$ cat src/rtl/tdm_pkg.sv
// Shared constants, FSM state type and channel-walk helpers for the TDM scanner.
// Channel-mask helpers serve the optional TDM_SCANNER_MASK_EN build; with all
// channels enabled they reduce to a plain 0..3 walk.
package tdm_pkg;

    localparam int unsigned NUM_CH = 4;
    localparam int unsigned SEL_W  = 2;

    typedef enum logic {
        IDLE,
        SCAN
    } state_e;

    // Lowest enabled channel; 0 when the mask is empty.
    function automatic logic [SEL_W-1:0] first_ch(input logic [NUM_CH-1:0] m);
        logic [SEL_W-1:0] r;
        r = '0;
        for (int i = NUM_CH - 1; i >= 0; i--) begin
            if (m[i]) r = SEL_W'(i);
        end
        return r;
    endfunction

    // Highest enabled channel; marks the frame end.
    function automatic logic [SEL_W-1:0] last_ch(input logic [NUM_CH-1:0] m);
        logic [SEL_W-1:0] r;
        r = '0;
        for (int i = 0; i < NUM_CH; i++) begin
            if (m[i]) r = SEL_W'(i);
        end
        return r;
    endfunction

    // Next enabled channel strictly above cur; cur itself if none remain.
    function automatic logic [SEL_W-1:0] next_ch(input logic [NUM_CH-1:0] m,
                                                 input logic [SEL_W-1:0]  cur);
        logic [SEL_W-1:0] r;
        r = cur;
        for (int i = NUM_CH - 1; i >= 0; i--) begin
            if (m[i] && (i > int'(cur))) r = SEL_W'(i);
        end
        return r;
    endfunction

endpackage

$ cat src/rtl/tdm_scanner_if.sv
// Signal bundle between the TDM scanner, its 4:1 mux and the frame consumer.
// Optional macro TDM_SCANNER_MASK_EN adds the per-channel enable ch_en.
interface tdm_scanner_if;
    import tdm_pkg::*;

    logic              run;
    logic              F;
    logic [SEL_W-1:0]  S;
    logic [NUM_CH-1:0] frame;
    logic              frame_valid;
    logic              frame_ack;
    logic              overrun;
    logic              busy;
`ifdef TDM_SCANNER_MASK_EN
    logic [NUM_CH-1:0] ch_en;

    modport master (
        input  run, F, frame_ack, ch_en,
        output S, frame, frame_valid, overrun, busy
    );

    modport slave (
        output run, F, frame_ack, ch_en,
        input  S, frame, frame_valid, overrun, busy
    );
`else
    modport master (
        input  run, F, frame_ack,
        output S, frame, frame_valid, overrun, busy
    );

    modport slave (
        output run, F, frame_ack,
        input  S, frame, frame_valid, overrun, busy
    );
`endif

endinterface

$ cat src/rtl/tdm_scanner_dwell_counter.sv
// Dwell counter: counts 0..DWELL-1 while enabled and wraps; flags the
// terminal count and the SETTLE sample point.
module dwell_counter #(
    parameter int unsigned DWELL  = 4,
    parameter int unsigned SETTLE = 2
) (
    input  logic clk,
    input  logic rst_n,
    input  logic enable,
    input  logic clear,
    output logic tc,
    output logic match
);

    logic [7:0] cnt_q;

    assign tc    = (cnt_q == 8'(DWELL - 1));
    assign match = (cnt_q == 8'(SETTLE));

    // Count within the dwell; clear has priority so IDLE always holds 0.
    always_ff @(posedge clk or negedge rst_n) begin
        if (!rst_n) begin
            cnt_q <= '0;
        end else if (clear) begin
            cnt_q <= '0;
        end else if (enable) begin
            cnt_q <= tc ? 8'd0 : cnt_q + 8'd1;
        end
    end

endmodule

$ cat src/rtl/tdm_scanner.sv
// TDM scanner: walks a 4:1 mux select across the channels, samples F at the
// SETTLE point of each dwell and delivers one 4-bit frame per sweep with a
// valid/ack handshake and a sticky overrun flag.
// Optional macro TDM_SCANNER_MASK_EN: ch_en skips disabled channels.
module tdm_scanner
    import tdm_pkg::*;
#(
    parameter int unsigned DWELL  = 4,
    parameter int unsigned SETTLE = 2
) (
    input logic           clk,
    input logic           rst_n,
    tdm_scanner_if.master bus
);

    state_e            state_q;
    logic [SEL_W-1:0]  sel_q;
    logic [NUM_CH-1:0] shadow_q;
    logic [NUM_CH-1:0] frame_q;
    logic              frame_valid_q;
    logic              overrun_q;

    logic [NUM_CH-1:0] en_q;
    logic [NUM_CH-1:0] live_en;
    logic              start_ok;
    logic              load_en;
    logic              frame_end;
    logic              dwell_tc;
    logic              dwell_match;

`ifdef TDM_SCANNER_MASK_EN
    assign live_en  = bus.ch_en;
    assign start_ok = |bus.ch_en;

    // Channel mask is frozen at frame start so a sweep never changes shape.
    always_ff @(posedge clk or negedge rst_n) begin
        if (!rst_n) begin
            en_q <= '0;
        end else if (load_en) begin
            en_q <= live_en;
        end
    end
`else
    assign live_en  = '1;
    assign en_q     = '1;
    assign start_ok = 1'b1;
`endif

    assign frame_end = (state_q == SCAN) && dwell_tc && (sel_q == last_ch(en_q));
    // A new frame starts from IDLE or back-to-back at the end of the previous one.
    assign load_en   = bus.run && start_ok && ((state_q == IDLE) || frame_end);

    dwell_counter #(
        .DWELL  (DWELL),
        .SETTLE (SETTLE)
    ) u_dwell (
        .clk    (clk),
        .rst_n  (rst_n),
        .enable (state_q == SCAN),
        .clear  (state_q == IDLE),
        .tc     (dwell_tc),
        .match  (dwell_match)
    );

    // Scan FSM, channel select, sample capture and frame handshake.
    always_ff @(posedge clk or negedge rst_n) begin
        if (!rst_n) begin
            state_q       <= IDLE;
            sel_q         <= '0;
            shadow_q      <= '0;
            frame_q       <= '0;
            frame_valid_q <= 1'b0;
            overrun_q     <= 1'b0;
        end else begin
            if (load_en) begin
                state_q <= SCAN;
                sel_q   <= first_ch(live_en);
            end else if (frame_end) begin
                state_q <= IDLE;
                sel_q   <= '0;
            end else if ((state_q == SCAN) && dwell_tc) begin
                sel_q <= next_ch(en_q, sel_q);
            end

            if ((state_q == SCAN) && dwell_match) begin
                shadow_q[sel_q] <= bus.F;
            end

            // Completion beats a coincident ack: the ack consumes the old frame.
            if (frame_end) begin
                frame_q       <= shadow_q & en_q;
                frame_valid_q <= 1'b1;
                if (frame_valid_q && !bus.frame_ack) begin
                    overrun_q <= 1'b1;
                end
            end else if (bus.frame_ack) begin
                frame_valid_q <= 1'b0;
            end
        end
    end

    assign bus.S           = sel_q;
    assign bus.frame       = frame_q;
    assign bus.frame_valid = frame_valid_q;
    assign bus.overrun     = overrun_q;
    assign bus.busy        = (state_q == SCAN);

endmodule

$ cat src/flat_wrapper.sv
// flat-port wrapper written by rule: the top's interface ports become plain ports
module tdm_scanner_flat import tdm_pkg::*;
#(
    parameter int unsigned DWELL  = 4,
    parameter int unsigned SETTLE = 2
)
  (clk, rst_n, bus_run, bus_F, bus_frame_ack, bus_S, bus_frame, bus_frame_valid, bus_overrun, bus_busy);
  tdm_scanner_if bus_i ();
  input logic clk;
  input logic rst_n;
  input wire logic [$bits(bus_i.run)-1:0] bus_run;
  input wire logic [$bits(bus_i.F)-1:0] bus_F;
  input wire logic [$bits(bus_i.frame_ack)-1:0] bus_frame_ack;
  output wire logic [$bits(bus_i.S)-1:0] bus_S;
  output wire logic [$bits(bus_i.frame)-1:0] bus_frame;
  output wire logic [$bits(bus_i.frame_valid)-1:0] bus_frame_valid;
  output wire logic [$bits(bus_i.overrun)-1:0] bus_overrun;
  output wire logic [$bits(bus_i.busy)-1:0] bus_busy;
  assign bus_i.run = bus_run;
  assign bus_i.F = bus_F;
  assign bus_i.frame_ack = bus_frame_ack;
  assign bus_S = bus_i.S;
  assign bus_frame = bus_i.frame;
  assign bus_frame_valid = bus_i.frame_valid;
  assign bus_overrun = bus_i.overrun;
  assign bus_busy = bus_i.busy;
  tdm_scanner #(.DWELL(DWELL), .SETTLE(SETTLE)) u_core (.clk(clk), .rst_n(rst_n), .bus(bus_i));
endmodule
$ cat config.mk
export PLATFORM = sky130hd
export DESIGN_NAME = tdm_scanner_flat
export DESIGN_NICKNAME = d
export VERILOG_FILES = /design/src/rtl/tdm_pkg.sv /design/src/rtl/tdm_scanner_if.sv /design/src/rtl/tdm_scanner_dwell_counter.sv /design/src/rtl/tdm_scanner.sv /design/src/flat_wrapper.sv
export SDC_FILE = /design/constraint.sdc
export NUM_CORES = 1
export LEC_CHECK = 0
export ABC_CLOCK_PERIOD_IN_PS = 4000
export BUFFER_PORTS_ARGS = -buffer_cell sky130_fd_sc_hd__buf_2
export CORE_UTILIZATION = 53
export DETAILED_ROUTE_END_ITERATION = 8
export PLACE_DENSITY = 0.74
export SLEW_MARGIN = 25
export SYNTH_ARGS = -nofsm -noshare
export SYNTH_HDL_FRONTEND = slang
export SYNTH_HIERARCHICAL = 1
export SYNTH_SLANG_ARGS = --single-unit
$ cat constraint.sdc
create_clock -name clk -period 4 [get_ports clk]
set_input_delay 0.8 -clock clk [delete_from_list [all_inputs] [get_ports clk]]
set_output_delay 0.8 -clock clk [all_outputs]
set_load 0.005 [all_outputs]
==> results of run 1 <==
## sequential cells by signal, summed over array words and instances, names as in the netlist
signal,cells
u_core/u_dwell/cnt_q,8
u_core/bus.frame,4
u_core/shadow_q,4
u_core/bus.S,2
u_core/bus.busy,1
u_core/bus.frame_valid,1
u_core/bus.overrun,1
## per-stage QoR
step | instance area (um^2) | utilization
global placement | 1110 | 0.622
CTS | 1140 | 0.637
global route | 1140 | 0.637
finish | 1140 | 0.637
floorplan | 1050 | -
detailed placement | 1110 | 0.622
## worst reg2reg max path: cells and delay by family, from the launching register on
kind | cells | cell delay (ns)
DFF | 1 | 0.45
muxes | 1 | 0.36
and+or+nand+nor | 3 | 1.16
## how the worst max path moves through the flow
stage	startpoint	end	slack (ns)	cells past startpoint
after CTS	u_core/bus.busy	bus_busy	1.87	1
after floorplan	u_core/u_dwell/cnt_q[3]	u_core/bus.frame[0]	2.21	4
after global placement	u_core/u_dwell/cnt_q[3]	u_core/bus.frame[2]	2.08	4
after detailed placement	u_core/u_dwell/cnt_q[3]	u_core/bus.frame[2]	1.96	4
after global routing	u_core/bus.busy	bus_busy	1.75	1
final	u_core/bus.busy	bus_busy	1.87	1
## per-layer routing
metal	global-route usage	up-vias	wire, um	part of all wire
met5	0	-	0	0
met4	0.0706	0	12	0.0069
met3	0.0353	2	68	0.039
met2	0.286	17	801	0.46
met1	0.258	359	858	0.49
li1	-	354	-	-
## report_power, final
group | total, uW | switching [uW] | internal (uW) | leakage (uW)
Sequential | 368 | 82.1 | 286 | 0.000262
Clock | 98.6 | 61.4 | 37.2 | 0.0000177
Combinational | 271 | 115 | 156 | 0.000250
## logic make-up (layout without fill, tap and decap cells)
logic type      Yosys count  count (layout)
simple gates             27              27
compound gates           21              21
flops                    21              21
mux                       9               9
buf+inv                   6              19
fa+ha+maj                 2               2
xor+xnor                  2               2
## area by class of cell
type | count | area, um^2 | share of cell area
Inverter | 2 | 7.51 | 0.00661
Clock buffer | 3 | 22.5 | 0.0198
Multi-Input combinational cell | 61 | 479 | 0.422
Timing Repair Buffer | 13 | 65.1 | 0.0573
Clock inverter | 1 | 5.00 | 0.00441
Tap cell | 25 | 31.3 | 0.0275
Sequential cell | 21 | 526 | 0.463
## layout by cell type (no fill, tap or decap), drive strengths merged, types with 3 or more instances in the layout
master,netlist,final
a21oi,6,6
dfrtp,21,21
clkbuf,0,3
nand2,6,6
nor2,5,5
mux2,9,9
buf,4,13
o21ai,3,3
and3,3,3
==> flow_summary.html, run 1 <==
<table>
<tr><th>Metric</th><th>Value</th></tr>
<tr><th colspan="2">Power</th></tr>
<tr><td>Maximum ir drop on the vdd rail</td><td>0.371 mV</td></tr>
<tr><td>Cell area power density</td><td>650 mW/mm^2</td></tr>
<tr><td>Power consumption</td><td>738 uW</td></tr>
<tr><td>Leakage power total</td><td>0.000530 uW</td></tr>
<tr><th colspan="2">Drt</th></tr>
<tr><td>Via count normalized by instance count</td><td>5.81</td></tr>
<tr><td>Remaining number of nets flagged by the antenna check after routing</td><td>0</td></tr>
<tr><td>Overall via count from detail_route</td><td>732</td></tr>
<tr><td>Total wirelength of the detailed-routed design</td><td>1740 um</td></tr>
<tr><td>Routed wirelength normalized by instance count</td><td>13.8 um</td></tr>
<tr><td>Iteration-0 DRC Markers</td><td>15</td></tr>
<tr><td>First-pass iteration count of the detailed router</td><td>6</td></tr>
<tr><td>Remaining routing DRC violations</td><td>0</td></tr>
<tr><th colspan="2">Clock tree</th></tr>
<tr><td>CTS Buffer Depth</td><td>2</td></tr>
<tr><td>Post-CTS setup buffer count</td><td>0</td></tr>
<tr><td>TritonCTS clock tree</td><td>built</td></tr>
<tr><td>H-Tree Level Count</td><td>1</td></tr>
<tr><td>Register clock-pin slew on the reported worst setup and hold paths</td><td>0.12 ns</td></tr>
<tr><td>Clk sink count</td><td>21</td></tr>
<tr><td># hold bufs at CTS</td><td>0</td></tr>
<tr><td>Clock buffer count from CTS</td><td>3</td></tr>
<tr><td>Clock root buffer master</td><td>clkbuf_4</td></tr>
<tr><td>Post-cts sizing count</td><td>0</td></tr>
<tr><td>Skew-Pair Late Insertion Delay</td><td>0.29 ns</td></tr>
<tr><th colspan="2">Synth</th></tr>
<tr><td>Portion of synthesized cell area occupied by the leading cell type</td><td>0.502</td></tr>
<tr><td>Yosys warns</td><td>6</td></tr>
<tr><td>Mux contribution to synthesized area</td><td>0.115</td></tr>
<tr><td>Sequential fraction of the synthesis area</td><td>0.502</td></tr>
<tr><td>Main area contributors after synthesis</td><td>dfrtp_1 50%, mux2_4 7.2%, mux2_1 3.2%, a21oi_1 2.9%, ha_1 2.4%</td></tr>
<tr><td>Adder-cell share of the synthesized area</td><td>0.0239</td></tr>
<tr><td>Compound-gate portion of the synthesized area</td><td>0.136</td></tr>
<tr><td>Main combinational cell family by area after synthesis</td><td>simple AND/OR/NAND/NOR gates</td></tr>
<tr><td>Library cell with the highest instance count after synthesis</td><td>dfrtp_1</td></tr>
<tr><td>Synthesized net count</td><td>95</td></tr>
<tr><td>Post-synthesis share of cell area spent on xor and xnor gates</td><td>0.0167</td></tr>
<tr><td>Mean post-synth cell area</td><td>11.9 um^2</td></tr>
<tr><td>Predominant post-synthesis flop cell</td><td>dfrtp_1</td></tr>
<tr><td>Netlist area before placement</td><td>0.00105 mm^2</td></tr>
<tr><td>Netlist cell types</td><td>37</td></tr>
<tr><td>Number of enable-type register cells in the synthesized netlist</td><td>0</td></tr>
<tr><td>Synthesis-stage register bit count</td><td>21</td></tr>
<tr><td>Synthesized netlist cell count</td><td>88</td></tr>
<tr><td>Share of synthesized flip-flops with an asynchronous set or reset</td><td>1.00</td></tr>
<tr><td>Simple-gate share of the synthesized area</td><td>0.166</td></tr>
<tr><td>Leading post-synthesis cells by instance count</td><td>21 x dfrtp_1, 6 x a21oi_1, 6 x nand2_1</td></tr>
<tr><td>Area leader, netlist</td><td>dfrtp_1</td></tr>
<tr><th colspan="2">Setup path</th></tr>
<tr><td>Req. time, crit path</td><td>3.20 ns</td></tr>
<tr><td>Startpoint types</td><td>flip-flop</td></tr>
<tr><td>Crit Reg-Reg Endpoint</td><td>u_core/bus.frame[2]</td></tr>
<tr><td>Worst endpoint data arrival time</td><td>1.33 ns</td></tr>
<tr><td>Crit path kind</td><td>flip-flop to output port</td></tr>
<tr><td>Highest net fanout along the worst path</td><td>23</td></tr>
<tr><td>Capturing element type of the critical path</td><td>output port</td></tr>
<tr><td>R2R Setup Slk</td><td>1.93 ns</td></tr>
<tr><td>Category of cells accounting for the largest share of critical-path delay</td><td>flip-flops</td></tr>
<tr><td>Sequence of cells on the critical path</td><td>buf_2</td></tr>
<tr><td>Cell depth of the worst flop-to-flop path</td><td>4</td></tr>
<tr><td>Cell type of the slowest stage on the worst timing path</td><td>dfrtp_1</td></tr>
<tr><td>Delay contributed by the slowest stage of the critical path</td><td>0.80 ns</td></tr>
<tr><td>Combined buffer and inverter count along the critical path</td><td>1</td></tr>
<tr><td>Worst flop-to-flop path startpoint</td><td>u_core/u_dwell/cnt_q[3]</td></tr>
<tr><th colspan="2">Die</th></tr>
<tr><td>Total number of placement rows</td><td>15</td></tr>
<tr><td>Total I/O pin count</td><td>14</td></tr>
<tr><td>Initial Utilization</td><td>0.587</td></tr>
<tr><td>Die Y-Extent</td><td>46.4 um</td></tr>
<tr><td>Die area</td><td>0.00216 mm^2</td></tr>
<tr><td>Die Wd</td><td>46.4 um</td></tr>
<tr><td>Area inside the core boundary</td><td>0.00178 mm^2</td></tr>
<tr><th colspan="2">Outcome</th></tr>
<tr><td>Run status</td><td>completed</td></tr>
<tr><th colspan="2">Worst hold path</th></tr>
<tr><td>Path class of the lowest-slack min-delay path</td><td>primary input to asynchronous set/reset pin</td></tr>
<tr><th colspan="2">Placement</th></tr>
<tr><td>Instance count after placement with tap cells included</td><td>122</td></tr>
<tr><td>Routability cong.</td><td>0.867</td></tr>
<tr><td>Worst-case setup slack after placement</td><td>1.96 ns</td></tr>
<tr><td>Quantity of I/O buffers inserted on ports</td><td>13</td></tr>
<tr><th colspan="2">Layout</th></tr>
<tr><td>Fin nets</td><td>109</td></tr>
<tr><td>Post-route non-filler standard cell count</td><td>126</td></tr>
<tr><td>Fraction of final layout cells with drive strength greater than 1</td><td>0.277</td></tr>
<tr><td>Layout Area Growth over Synthesis</td><td>8.61%</td></tr>
<tr><td>Antenna cell count</td><td>0</td></tr>
<tr><td># fillers</td><td>154</td></tr>
<tr><th colspan="2">Global route</th></tr>
<tr><td>Via count of the first global-routing pass</td><td>637</td></tr>
<tr><td>Pin count of the biggest net entering global routing</td><td>24</td></tr>
<tr><td>GRT Total Usage</td><td>0.186</td></tr>
<tr><td>Global-route wire length before repair</td><td>2790 um</td></tr>
<tr><td>Global-route congestion overflow total</td><td>0</td></tr>
<tr><td>Initial antenna violation count</td><td>0</td></tr>
<tr><th colspan="2">Timing</th></tr>
<tr><td>Worst hold-check slack</td><td>0.436 ns</td></tr>
<tr><td>Max Slew Vio Count</td><td>0</td></tr>
<tr><td>Number of hold-slack violations in the final timing report</td><td>0</td></tr>
<tr><td>Tightest Pin Transition</td><td>0.683 ns</td></tr>
<tr><td>Max Clock Skew</td><td>0.00437 ns</td></tr>
<tr><td>Maximum operating frequency</td><td>470 MHz</td></tr>
<tr><td>Unrepaired setup endpoints after global routing</td><td>no</td></tr>
<tr><td>Final number of setup-violating endpoints</td><td>0</td></tr>
<tr><td>Post-layout min period</td><td>2.13 ns</td></tr>
<tr><td>Setup slack after layout</td><td>1.87 ns</td></tr>
<tr><td>Worst slew margin relative to its limit</td><td>0.544</td></tr>
<tr><td>Final TNS setup</td><td>0 ns</td></tr>
<tr><td>Final Cycle Share</td><td>0.532</td></tr>
<tr><th colspan="2">Run</th></tr>
<tr><td>Number of max-cap violations</td><td>0</td></tr>
</table>
No activity file was read; power rests on OpenSTA's default activity.
==> run 2, diff against run 1 <==
--- a/config.mk
+++ b/config.mk
@@ -5,11 +5,12 @@
 export SDC_FILE = /design/constraint.sdc
 export NUM_CORES = 1
 export LEC_CHECK = 0
-export ABC_CLOCK_PERIOD_IN_PS = 4000
+export ABC_AREA = 1
+export ABC_CLOCK_PERIOD_IN_PS = 1900
 export BUFFER_PORTS_ARGS = -buffer_cell sky130_fd_sc_hd__buf_2
-export CORE_UTILIZATION = 53
+export CORE_UTILIZATION = 50
 export DETAILED_ROUTE_END_ITERATION = 8
-export PLACE_DENSITY = 0.74
+export PLACE_DENSITY = 0.73
 export SLEW_MARGIN = 25
 export SYNTH_ARGS = -nofsm -noshare
 export SYNTH_HDL_FRONTEND = slang
==> constraint.sdc (replaced) <==
create_clock -name clk -period 1.9 [get_ports clk]
set_input_delay 0.38 -clock clk [delete_from_list [all_inputs] [get_ports clk]]
set_output_delay 0.38 -clock clk [all_outputs]
set_load 0.005 [all_outputs]
==> flow_summary.html, run 2 <==
<table>
<tr><th>Metric</th><th>Value</th></tr>
<tr><th colspan="2">Clock tree</th></tr>
<tr><td>TritonCTS clock tree</td><td>built (unchanged)</td></tr>
<tr><td>Register clock-pin slew on the reported worst setup and hold paths</td><td>0.11 ns (was 0.12 ns)</td></tr>
<tr><td>Clock buffer count from CTS</td><td>3 (unchanged)</td></tr>
<tr><td>CTS Buffer Depth</td><td>2 (unchanged)</td></tr>
<tr><td>Post-CTS setup buffer count</td><td>0 (unchanged)</td></tr>
<tr><td>Post-cts sizing count</td><td>0 (unchanged)</td></tr>
<tr><td>Clock root buffer master</td><td>clkbuf_4 (unchanged)</td></tr>
<tr><td>H-Tree Level Count</td><td>1 (unchanged)</td></tr>
<tr><td># hold bufs at CTS</td><td>0 (unchanged)</td></tr>
<tr><td>Clk sink count</td><td>21 (unchanged)</td></tr>
<tr><td>Skew-Pair Late Insertion Delay</td><td>0.30 ns (was 0.29 ns)</td></tr>
<tr><th colspan="2">Timing</th></tr>
<tr><td>Number of hold-slack violations in the final timing report</td><td>0 (unchanged)</td></tr>
<tr><td>Final TNS setup</td><td>0 ns (unchanged)</td></tr>
<tr><td>Max Clock Skew</td><td>0.00112 ns (was 0.00437 ns)</td></tr>
<tr><td>Unrepaired setup endpoints after global routing</td><td>no (unchanged)</td></tr>
<tr><td>Post-layout min period</td><td>1.42 ns</td></tr>
<tr><td>Maximum operating frequency</td><td>705 MHz</td></tr>
<tr><td>Max Slew Vio Count</td><td>0 (unchanged)</td></tr>
<tr><td>Final Cycle Share</td><td>0.746</td></tr>
<tr><td>Worst slew margin relative to its limit</td><td>0.698 (was 0.544)</td></tr>
<tr><td>Tightest Pin Transition</td><td>0.453 ns (was 0.683 ns)</td></tr>
<tr><td>Final number of setup-violating endpoints</td><td>0 (unchanged)</td></tr>
<tr><th colspan="2">Synth</th></tr>
<tr><td>Predominant post-synthesis flop cell</td><td>dfrtp_1 (unchanged)</td></tr>
<tr><td>Leading post-synthesis cells by instance count</td><td>45 x nand2_1, 21 x dfrtp_1, 18 x inv_1 (was 21 x dfrtp_1, 6 x a21oi_1, 6 x nand2_1)</td></tr>
<tr><td>Main area contributors after synthesis</td><td>dfrtp_1 50%, nand2_1 16%, inv_1 6.4%, nor2_1 3.9%, nor2_4 3.2% (was dfrtp_1 50%, mux2_4 7.2%, mux2_1 3.2%, a21oi_1 2.9%, ha_1 2.4%)</td></tr>
<tr><td>Share of synthesized flip-flops with an asynchronous set or reset</td><td>1.00 (unchanged)</td></tr>
<tr><td>Area leader, netlist</td><td>dfrtp_1 (unchanged)</td></tr>
<tr><td>Compound-gate portion of the synthesized area</td><td>0.0638 (was 0.136)</td></tr>
<tr><td>Number of enable-type register cells in the synthesized netlist</td><td>0 (unchanged)</td></tr>
<tr><td>Synthesized net count</td><td>139 (was 95)</td></tr>
<tr><td>Adder-cell share of the synthesized area</td><td>0.0236 (was 0.0239)</td></tr>
<tr><td>Synthesized netlist cell count</td><td>132 (was 88)</td></tr>
<tr><td>Simple-gate share of the synthesized area</td><td>0.320 (was 0.166)</td></tr>
<tr><td>Post-synthesis share of cell area spent on xor and xnor gates</td><td>0.0165 (was 0.0167)</td></tr>
<tr><td>Netlist cell types</td><td>20 (was 37)</td></tr>
<tr><td>Mux contribution to synthesized area</td><td>0 (was 0.115)</td></tr>
<tr><td>Portion of synthesized cell area occupied by the leading cell type</td><td>0.496 (was 0.502)</td></tr>
<tr><td>Netlist area before placement</td><td>0.00106 mm^2 (was 0.00105 mm^2)</td></tr>
<tr><td>Yosys warns</td><td>6 (unchanged)</td></tr>
<tr><td>Mean post-synth cell area</td><td>8.02 um^2 (was 11.9 um^2)</td></tr>
<tr><td>Library cell with the highest instance count after synthesis</td><td>nand2_1 (was dfrtp_1)</td></tr>
<tr><td>Sequential fraction of the synthesis area</td><td>0.496 (was 0.502)</td></tr>
<tr><td>Main combinational cell family by area after synthesis</td><td>simple AND/OR/NAND/NOR gates (unchanged)</td></tr>
<tr><td>Synthesis-stage register bit count</td><td>21 (unchanged)</td></tr>
<tr><th colspan="2">Run</th></tr>
<tr><td>Number of max-cap violations</td><td>0 (unchanged)</td></tr>
<tr><th colspan="2">Layout</th></tr>
<tr><td>Antenna cell count</td><td>0 (unchanged)</td></tr>
<tr><td>Register bank with the most flops</td><td>u_core/u_dwell/cnt_q (unchanged)</td></tr>
<tr><td>Final core utilization</td><td>0.597 (was 0.637)</td></tr>
<tr><td>Commonest non-fill, non-tap cell in the layout</td><td>nand2_1 (was dfrtp_1)</td></tr>
<tr><td>Flip-flop count of the largest register after layout</td><td>8 (unchanged)</td></tr>
<tr><td>Commonest cells after routing, fill and taps aside</td><td>45 x nand2_1, 21 x dfrtp_1, 18 x inv_1 (was 21 x dfrtp_1, 13 x buf_2, 6 x nand2_1, 6 x a21oi_1)</td></tr>
<tr><td># fillers</td><td>176 (was 154)</td></tr>
<tr><td>Sequential cell area in the final layout</td><td>526 um^2 (unchanged)</td></tr>
<tr><td>Area of the multi-input gates</td><td>449 um^2 (was 479 um^2)</td></tr>
<tr><td>Layout Area Growth over Synthesis</td><td>11.8% (was 8.61%)</td></tr>
<tr><td>Fin nets</td><td>157 (was 109)</td></tr>
<tr><td>Fraction of final layout cells with drive strength greater than 1</td><td>0.195 (was 0.277)</td></tr>
<tr><th colspan="2">Setup path</th></tr>
<tr><td>Cell type of the slowest stage on the worst timing path</td><td>dfrtp_1 (unchanged)</td></tr>
<tr><td>Req. time, crit path</td><td>2.09 ns (was 3.20 ns)</td></tr>
<tr><td>Worst flop-to-flop path startpoint</td><td>u_core/u_dwell/cnt_q[1] (was u_core/u_dwell/cnt_q[3])</td></tr>
<tr><td>Cell with the most instances on the worst path</td><td>nand2_1</td></tr>
<tr><td>Highest net fanout along the worst path</td><td>8 (was 23)</td></tr>
<tr><td>Launch point of the worst path</td><td>u_core/u_dwell/cnt_q[1] (was u_core/bus.busy)</td></tr>
<tr><td>Startpoint types</td><td>flip-flop (unchanged)</td></tr>
<tr><td>CP endpoint</td><td>u_core/bus.busy (was bus_busy)</td></tr>
<tr><td>Sequence of cells on the critical path</td><td>ha_1 -&gt; nand2_1 -&gt; nor2_4 -&gt; nand2_1 -&gt; inv_1 -&gt; nand2_4 -&gt; clkinv_4 -&gt; o21bai_1 (was buf_2)</td></tr>
<tr><td>Worst endpoint data arrival time</td><td>1.61 ns (was 1.33 ns)</td></tr>
<tr><td>Crit path kind</td><td>flip-flop to flip-flop (was flip-flop to output port)</td></tr>
<tr><td>Cell depth of the worst flop-to-flop path</td><td>8 (was 4)</td></tr>
<tr><td>Delay contributed by the slowest stage of the critical path</td><td>0.42 ns (was 0.80 ns)</td></tr>
<tr><td>Capturing element type of the critical path</td><td>flip-flop (was output port)</td></tr>
<tr><td>Crit Reg-Reg Endpoint</td><td>u_core/bus.busy (was u_core/bus.frame[2])</td></tr>
<tr><td>R2R Setup Slk</td><td>0.48 ns (was 1.93 ns)</td></tr>
<tr><th colspan="2">Global route</th></tr>
<tr><td>Global-route wire length before repair</td><td>3060 um (was 2790 um)</td></tr>
<tr><td>GRT Total Usage</td><td>0.200 (was 0.186)</td></tr>
<tr><td>Global-route congestion overflow total</td><td>0 (unchanged)</td></tr>
<tr><td>Pin count of the biggest net entering global routing</td><td>22 (was 24)</td></tr>
<tr><td>Initial antenna violation count</td><td>0 (unchanged)</td></tr>
<tr><td>Via count of the first global-routing pass</td><td>725 (was 637)</td></tr>
<tr><th colspan="2">Placement</th></tr>
<tr><td>Routability cong.</td><td>0.812 (was 0.867)</td></tr>
<tr><td>Dpl hpwl</td><td>1450 um</td></tr>
<tr><td>Quantity of I/O buffers inserted on ports</td><td>13 (unchanged)</td></tr>
<tr><th colspan="2">Die</th></tr>
<tr><td>Total I/O pin count</td><td>14 (unchanged)</td></tr>
<tr><td>Total number of placement rows</td><td>16 (was 15)</td></tr>
<tr><td>Die Wd</td><td>48.0 um (was 46.4 um)</td></tr>
<tr><td>Die Y-Extent</td><td>48.0 um (was 46.4 um)</td></tr>
<tr><td>Area inside the core boundary</td><td>0.00198 mm^2 (was 0.00178 mm^2)</td></tr>
<tr><td>Initial Utilization</td><td>0.534 (was 0.587)</td></tr>
<tr><td>Die area</td><td>0.00230 mm^2 (was 0.00216 mm^2)</td></tr>
<tr><th colspan="2">Power</th></tr>
<tr><td>Leakage power total</td><td>0.000672 uW (was 0.000530 uW)</td></tr>
<tr><td>Cell area power density</td><td>1410 mW/mm^2 (was 650 mW/mm^2)</td></tr>
<tr><td>Switching Share</td><td>0.411 (was 0.351)</td></tr>
<tr><td>Power share of the combinational group</td><td>0.402 (was 0.368)</td></tr>
<tr><td>Cell internal pwr</td><td>980 uW (was 479 uW)</td></tr>
<tr><td>Maximum ir drop on the vdd rail</td><td>0.869 mV (was 0.371 mV)</td></tr>
<tr><td>Sequential fraction of design power</td><td>0.472 (was 0.499)</td></tr>
<tr><td>Sw Pwr</td><td>683 uW (was 259 uW)</td></tr>
<tr><td>Part of the total power dissipated in the clock network</td><td>0.126 (was 0.134)</td></tr>
<tr><th colspan="2">Drt</th></tr>
<tr><td>Remaining number of nets flagged by the antenna check after routing</td><td>0 (unchanged)</td></tr>
<tr><td>Via count normalized by instance count</td><td>4.84 (was 5.81)</td></tr>
<tr><td>Routed wirelength normalized by instance count</td><td>10.8 um (was 13.8 um)</td></tr>
<tr><td>First-pass iteration count of the detailed router</td><td>4 (was 6)</td></tr>
<tr><td>Remaining routing DRC violations</td><td>0 (unchanged)</td></tr>
<tr><td>Overall via count from detail_route</td><td>852 (was 732)</td></tr>
<tr><td>Iteration-0 DRC Markers</td><td>16 (was 15)</td></tr>
<tr><td>Total wirelength of the detailed-routed design</td><td>1890 um (was 1740 um)</td></tr>
<tr><th colspan="2">Outcome</th></tr>
<tr><td>Run status</td><td>completed (unchanged)</td></tr>
<tr><th colspan="2">Worst hold path</th></tr>
<tr><td>Path class of the lowest-slack min-delay path</td><td>primary input to asynchronous set/reset pin (unchanged)</td></tr>
</table>
## run 2: worst min-delay path by stage
| stage | startpoint | end | cells past startpoint |
|---|---|---|---|
| after floorplan | rst_n | u_core/bus.S[0] | 0 |
| after global placement | rst_n | u_core/u_dwell/cnt_q[4] | 1 |
| final | rst_n | u_core/u_dwell/cnt_q[7] | 1 |
| after CTS | rst_n | u_core/u_dwell/cnt_q[7] | 1 |
| after global routing | rst_n | u_core/u_dwell/cnt_q[3] | 1 |
| after detailed placement | rst_n | u_core/u_dwell/cnt_q[4] | 1 |
## run 2: final cells by class
class,count,share of cell area
inverter,21,0.0708
sequential,21,0.444
timing repair buffer,13,0.0550
clock buffer,4,0.0222
multi-input combinational,90,0.379
tap,27,0.0285
## run 2: kinds of logic after synthesis
logic type | count (synthesis)
flops | 21
buf+inv | 21
fa+ha+maj | 2
xor+xnor | 2
compound gates | 12
simple gates | 74
## run 2: worst max-delay path, delay by kind of cell, from the launching register on
kind | cells | cell delay (ns)
adders and majority gates | 1 | 0.21
DFF | 1 | 0.42
AOI/OAI and AO/OA | 1 | 0.05
and+or+nand+nor | 4 | 0.42
buffers and inverters | 2 | 0.21
## run 2: metal layers
metal	up-vias	global-route usage	wire length, um
li1	441	-	-
met1	385	0.291	973
met2	22	0.278	820
met3	4	0.0340	57
met4	0	0.117	42
met5	-	0	0
## run 2: power groups by stage
| stage | registers (uW) | logic [uW] | clock network, uW |
|---|---|---|---|
| floorplan | 775 | 472 | 0 |
| global placement | 784 | 647 | 0 |
| detailed placement | 792 | 669 | 0 |
| CTS | 784 | 672 | 219 |
| global route | 817 | 778 | 239 |
| finish | 785 | 669 | 210 |
## run 2: metrics by stage
stage	worst slack [ns]	std cells	power, uW	cell area, um^2	hold slack (ns)
after detailed placement	0.498	172	1460	1160	0.359
after floorplan	0.640	132	1250	1060	0.0844
after CTS	0.481	176	1670	1180	0.0216
after global placement	0.514	172	1430	1160	0.358
final	0.482	176	1660	1180	0.0105
after global routing	0.303	176	1830	1180	0.0350
==> run 3, diff against run 2 <==
--- a/config.mk
+++ b/config.mk
@@ -5,12 +5,12 @@
 export SDC_FILE = /design/constraint.sdc
 export NUM_CORES = 1
 export LEC_CHECK = 0
-export ABC_AREA = 1
-export ABC_CLOCK_PERIOD_IN_PS = 1900
+export ABC_AREA = 0
+export ABC_CLOCK_PERIOD_IN_PS = 1320
 export BUFFER_PORTS_ARGS = -buffer_cell sky130_fd_sc_hd__buf_2
-export CORE_UTILIZATION = 50
+export CORE_UTILIZATION = 53
 export DETAILED_ROUTE_END_ITERATION = 8
-export PLACE_DENSITY = 0.73
+export PLACE_DENSITY = 0.74
 export SLEW_MARGIN = 25
 export SYNTH_ARGS = -nofsm -noshare
 export SYNTH_HDL_FRONTEND = slang
==> constraint.sdc (replaced) <==
create_clock -name clk -period 1.32 [get_ports clk]
set_input_delay 0.264 -clock clk [delete_from_list [all_inputs] [get_ports clk]]
set_output_delay 0.264 -clock clk [all_outputs]
set_load 0.005 [all_outputs]
==> flow_summary.html, run 3 (synthesis gave the netlist of run 1 again) <==
<table>
<tr><th>Metric</th><th>Value</th></tr>
<tr><th colspan="2">Clock tree</th></tr>
<tr><td>Clock root buffer master</td><td>clkbuf_4 (unchanged)</td></tr>
<tr><td>Clk sink count</td><td>21 (unchanged)</td></tr>
<tr><td>Register clock-pin slew on the reported worst setup and hold paths</td><td>0.12 ns (was 0.11 ns)</td></tr>
<tr><td>H-Tree Level Count</td><td>1 (unchanged)</td></tr>
<tr><td>CTS Buffer Depth</td><td>2 (unchanged)</td></tr>
<tr><td>Skew-Pair Late Insertion Delay</td><td>0.30 ns (about the same)</td></tr>
<tr><td>TritonCTS clock tree</td><td>built (unchanged)</td></tr>
<tr><td>Clock buffer count from CTS</td><td>3 (unchanged)</td></tr>
<tr><th colspan="2">Global route</th></tr>
<tr><td>GRT Total Usage</td><td>0.249 (was 0.200)</td></tr>
<tr><td>Global-route wire length before repair</td><td>3680 um (was 3060 um)</td></tr>
<tr><td>Initial antenna violation count</td><td>0 (unchanged)</td></tr>
<tr><td>Pin count of the biggest net entering global routing</td><td>22 (unchanged)</td></tr>
<tr><td>Via count of the first global-routing pass</td><td>776 (was 725)</td></tr>
<tr><td>Global-route congestion overflow total</td><td>0 (unchanged)</td></tr>
<tr><th colspan="2">Timing</th></tr>
<tr><td>Setup slack after layout</td><td>-0.322 ns (was 0.482 ns)</td></tr>
<tr><td>Number of hold-slack violations in the final timing report</td><td>0 (unchanged)</td></tr>
<tr><td>Worst hold-check slack</td><td>0.171 ns (was 0.0105 ns)</td></tr>
<tr><td>Final number of setup-violating endpoints</td><td>19 (was 0)</td></tr>
<tr><td>Unrepaired setup endpoints after global routing</td><td>yes (was no)</td></tr>
<tr><td>Tightest Pin Transition</td><td>0.473 ns (was 0.453 ns)</td></tr>
<tr><td>Maximum operating frequency</td><td>609 MHz (was 705 MHz)</td></tr>
<tr><td>Post-layout min period</td><td>1.64 ns (was 1.42 ns)</td></tr>
<tr><td>Final Cycle Share</td><td>1.24 (was 0.746)</td></tr>
<tr><td>Max Clock Skew</td><td>0.00156 ns (was 0.00112 ns)</td></tr>
<tr><td>Max Slew Vio Count</td><td>0 (unchanged)</td></tr>
<tr><td>Worst slew margin relative to its limit</td><td>0.685 (was 0.698)</td></tr>
<tr><th colspan="2">Layout</th></tr>
<tr><td>Antenna cell count</td><td>0 (unchanged)</td></tr>
<tr><td>Fin nets</td><td>138 (was 157)</td></tr>
<tr><td>Post-route cell area</td><td>0.00147 mm^2 (was 0.00118 mm^2)</td></tr>
<tr><td>Final core utilization</td><td>0.822 (was 0.597)</td></tr>
<tr><td>Register bank with the most flops</td><td>u_core/u_dwell/cnt_q (unchanged)</td></tr>
<tr><td>Commonest non-fill, non-tap cell in the layout</td><td>buf_4 (was nand2_1)</td></tr>
<tr><td>Fraction of final layout cells with drive strength greater than 1</td><td>0.569 (was 0.195)</td></tr>
<tr><td>Sequential cell area in the final layout</td><td>529 um^2 (was 526 um^2)</td></tr>
<tr><td>Commonest cells after routing, fill and taps aside</td><td>23 x buf_4, 18 x dfrtp_1, 13 x buf_2 (was 45 x nand2_1, 21 x dfrtp_1, 18 x inv_1)</td></tr>
<tr><td># fillers</td><td>102 (was 176)</td></tr>
<tr><td>Layout Area Growth over Synthesis</td><td>40.2% (was 11.8%)</td></tr>
<tr><td>Flip-flop count of the largest register after layout</td><td>8 (unchanged)</td></tr>
<tr><td>Area of the multi-input gates</td><td>568 um^2 (was 449 um^2)</td></tr>
<tr><th colspan="2">Die</th></tr>
<tr><td>Total I/O pin count</td><td>14 (unchanged)</td></tr>
<tr><td>Total number of placement rows</td><td>15 (was 16)</td></tr>
<tr><td>Initial Utilization</td><td>0.587 (was 0.534)</td></tr>
<tr><td>Die Wd</td><td>46.4 um (was 48.0 um)</td></tr>
<tr><td>Die Y-Extent</td><td>46.4 um (was 48.0 um)</td></tr>
<tr><td>Die area</td><td>0.00216 mm^2 (was 0.00230 mm^2)</td></tr>
<tr><td>Area inside the core boundary</td><td>0.00178 mm^2 (was 0.00198 mm^2)</td></tr>
<tr><th colspan="2">Setup path</th></tr>
<tr><td>Req. time, crit path</td><td>1.51 ns (was 2.09 ns)</td></tr>
<tr><td>Launch point of the worst path</td><td>u_core/u_dwell/cnt_q[5] (was u_core/u_dwell/cnt_q[1])</td></tr>
<tr><td>Capturing element type of the critical path</td><td>flip-flop (unchanged)</td></tr>
<tr><td>Worst endpoint data arrival time</td><td>1.84 ns (was 1.61 ns)</td></tr>
<tr><td>Startpoint types</td><td>flip-flop (unchanged)</td></tr>
<tr><td>Worst flop-to-flop path startpoint</td><td>u_core/u_dwell/cnt_q[5] (was u_core/u_dwell/cnt_q[1])</td></tr>
<tr><td>Highest net fanout along the worst path</td><td>4 (was 8)</td></tr>
<tr><td>Delay contributed by the slowest stage of the critical path</td><td>0.43 ns (was 0.42 ns)</td></tr>
<tr><td>Sequence of cells on the critical path</td><td>nor4_4 -&gt; and3_4 -&gt; and4bb_1 -&gt; mux2_4 (was ha_1 -&gt; nand2_1 -&gt; nor2_4 -&gt; nand2_1 -&gt; inv_1 -&gt; nand2_4 -&gt; clkinv_4 -&gt; o21bai_1)</td></tr>
<tr><td>Cell type of the slowest stage on the worst timing path</td><td>dfrtp_1 (unchanged)</td></tr>
<tr><td>Crit path kind</td><td>flip-flop to flip-flop (unchanged)</td></tr>
<tr><th colspan="2">Drt</th></tr>
<tr><td>First-pass iteration count of the detailed router</td><td>4 (unchanged)</td></tr>
<tr><td>Remaining number of nets flagged by the antenna check after routing</td><td>0 (unchanged)</td></tr>
<tr><td>Total wirelength of the detailed-routed design</td><td>2440 um (was 1890 um)</td></tr>
<tr><td>Iteration-0 DRC Markers</td><td>17 (was 16)</td></tr>
<tr><td>Routed wirelength normalized by instance count</td><td>15.7 um (was 10.8 um)</td></tr>
<tr><td>Via count normalized by instance count</td><td>5.59 (was 4.84)</td></tr>
<tr><td>Remaining routing DRC violations</td><td>0 (unchanged)</td></tr>
<tr><td>Overall via count from detail_route</td><td>866 (was 852)</td></tr>
<tr><th colspan="2">Power</th></tr>
<tr><td>Power consumption</td><td>2760 uW (was 1660 uW)</td></tr>
<tr><td>Maximum ir drop on the vdd rail</td><td>1.24 mV (was 0.869 mV)</td></tr>
<tr><td>Cell area power density</td><td>1880 mW/mm^2 (was 1410 mW/mm^2)</td></tr>
<tr><td>Leakage power total</td><td>0.000682 uW (was 0.000672 uW)</td></tr>
<tr><th colspan="2">Placement</th></tr>
<tr><td>Dpl hpwl</td><td>1570 um (was 1450 um)</td></tr>
<tr><td>Routability cong.</td><td>0.794 (was 0.812)</td></tr>
<tr><td>Quantity of I/O buffers inserted on ports</td><td>13 (unchanged)</td></tr>
<tr><td>Cell area after placement</td><td>0.00129 mm^2 (was 0.00116 mm^2)</td></tr>
<tr><th colspan="2">Worst hold path</th></tr>
<tr><td>Hold Crit Start</td><td>bus_run</td></tr>
<tr><td>Path class of the lowest-slack min-delay path</td><td>primary input to flip-flop (was primary input to asynchronous set/reset pin)</td></tr>
<tr><th colspan="2">Outcome</th></tr>
<tr><td>Run status</td><td>complete, but fails checks (was completed)</td></tr>
<tr><td>Failing checks</td><td>setup timing</td></tr>
<tr><th colspan="2">Run</th></tr>
<tr><td>Number of max-cap violations</td><td>0 (unchanged)</td></tr>
</table>
==> run 3: critical path: cells and delay by family, from the launching register on <==
kind,cells,cell delay (ns)
simple gates,3,0.79
flops,1,0.43
mux,1,0.30
==> run 3: where the power goes <==
part	internal [uW]	switching, uW	total (uW)	leakage (uW)
Sequential	872	210	1080	0.000259
Combinational	824	543	1370	0.000408
Clock	118	194	311	0.0000150
Total	1810	947	2760	0.000682
==> run 3: timing repair <==
item                       4_1_cts  5_1_grt
pin swaps                        8        9
hold buffers                     1        0
setup endpoints to repair       17       22
hold endpoints to repair        21        0
buffers inserted                 5        6
resized for setup                6       14
==> run 3: per-stage QoR <==
step	TNS (ns)	setup WS (ns)	cells
global route	-4.87	-0.364	155
detailed placement	-3.35	-0.342	142
floorplan	-2.27	-0.281	88
global placement	-2.73	-0.293	142
CTS	-3.30	-0.297	151
finish	-4.03	-0.322	155
==> run 3: layout make-up <==
type                            instances  share of cell area
Sequential cell                        21               0.361
Multi-Input combinational cell         61               0.387
Timing Repair Buffer                   42               0.207
Tap cell                               25              0.0213
Clock buffer                            4              0.0179
Inverter                                2             0.00512
==> run 3: worst paths after layout <==
kind / end / slack [ns] / cells past startpoint
worst max-delay path: u_core/shadow_q[0] / -0.32 / 4
worst min-delay path: u_core/bus.busy / 0.17 / 2
worst max register to register: u_core/shadow_q[0] / -0.32 / 4
worst min register to register: u_core/bus.overrun / 0.48 / 1
max in group asynchronous: u_core/u_dwell/cnt_q[2] / 0.53 / 2
min in group asynchronous: u_core/u_dwell/cnt_q[3] / 0.44 / 2
==> run 3: per-layer routing <==
layer / vias to the layer above / track usage / routed length (um)
li1: 413 / - / -
met1: 416 / 0.322 / 1090
met2: 31 / 0.417 / 1190
met3: 6 / 0.0392 / 113
met4: 0 / 0.0882 / 48
met5: - / 0 / 0
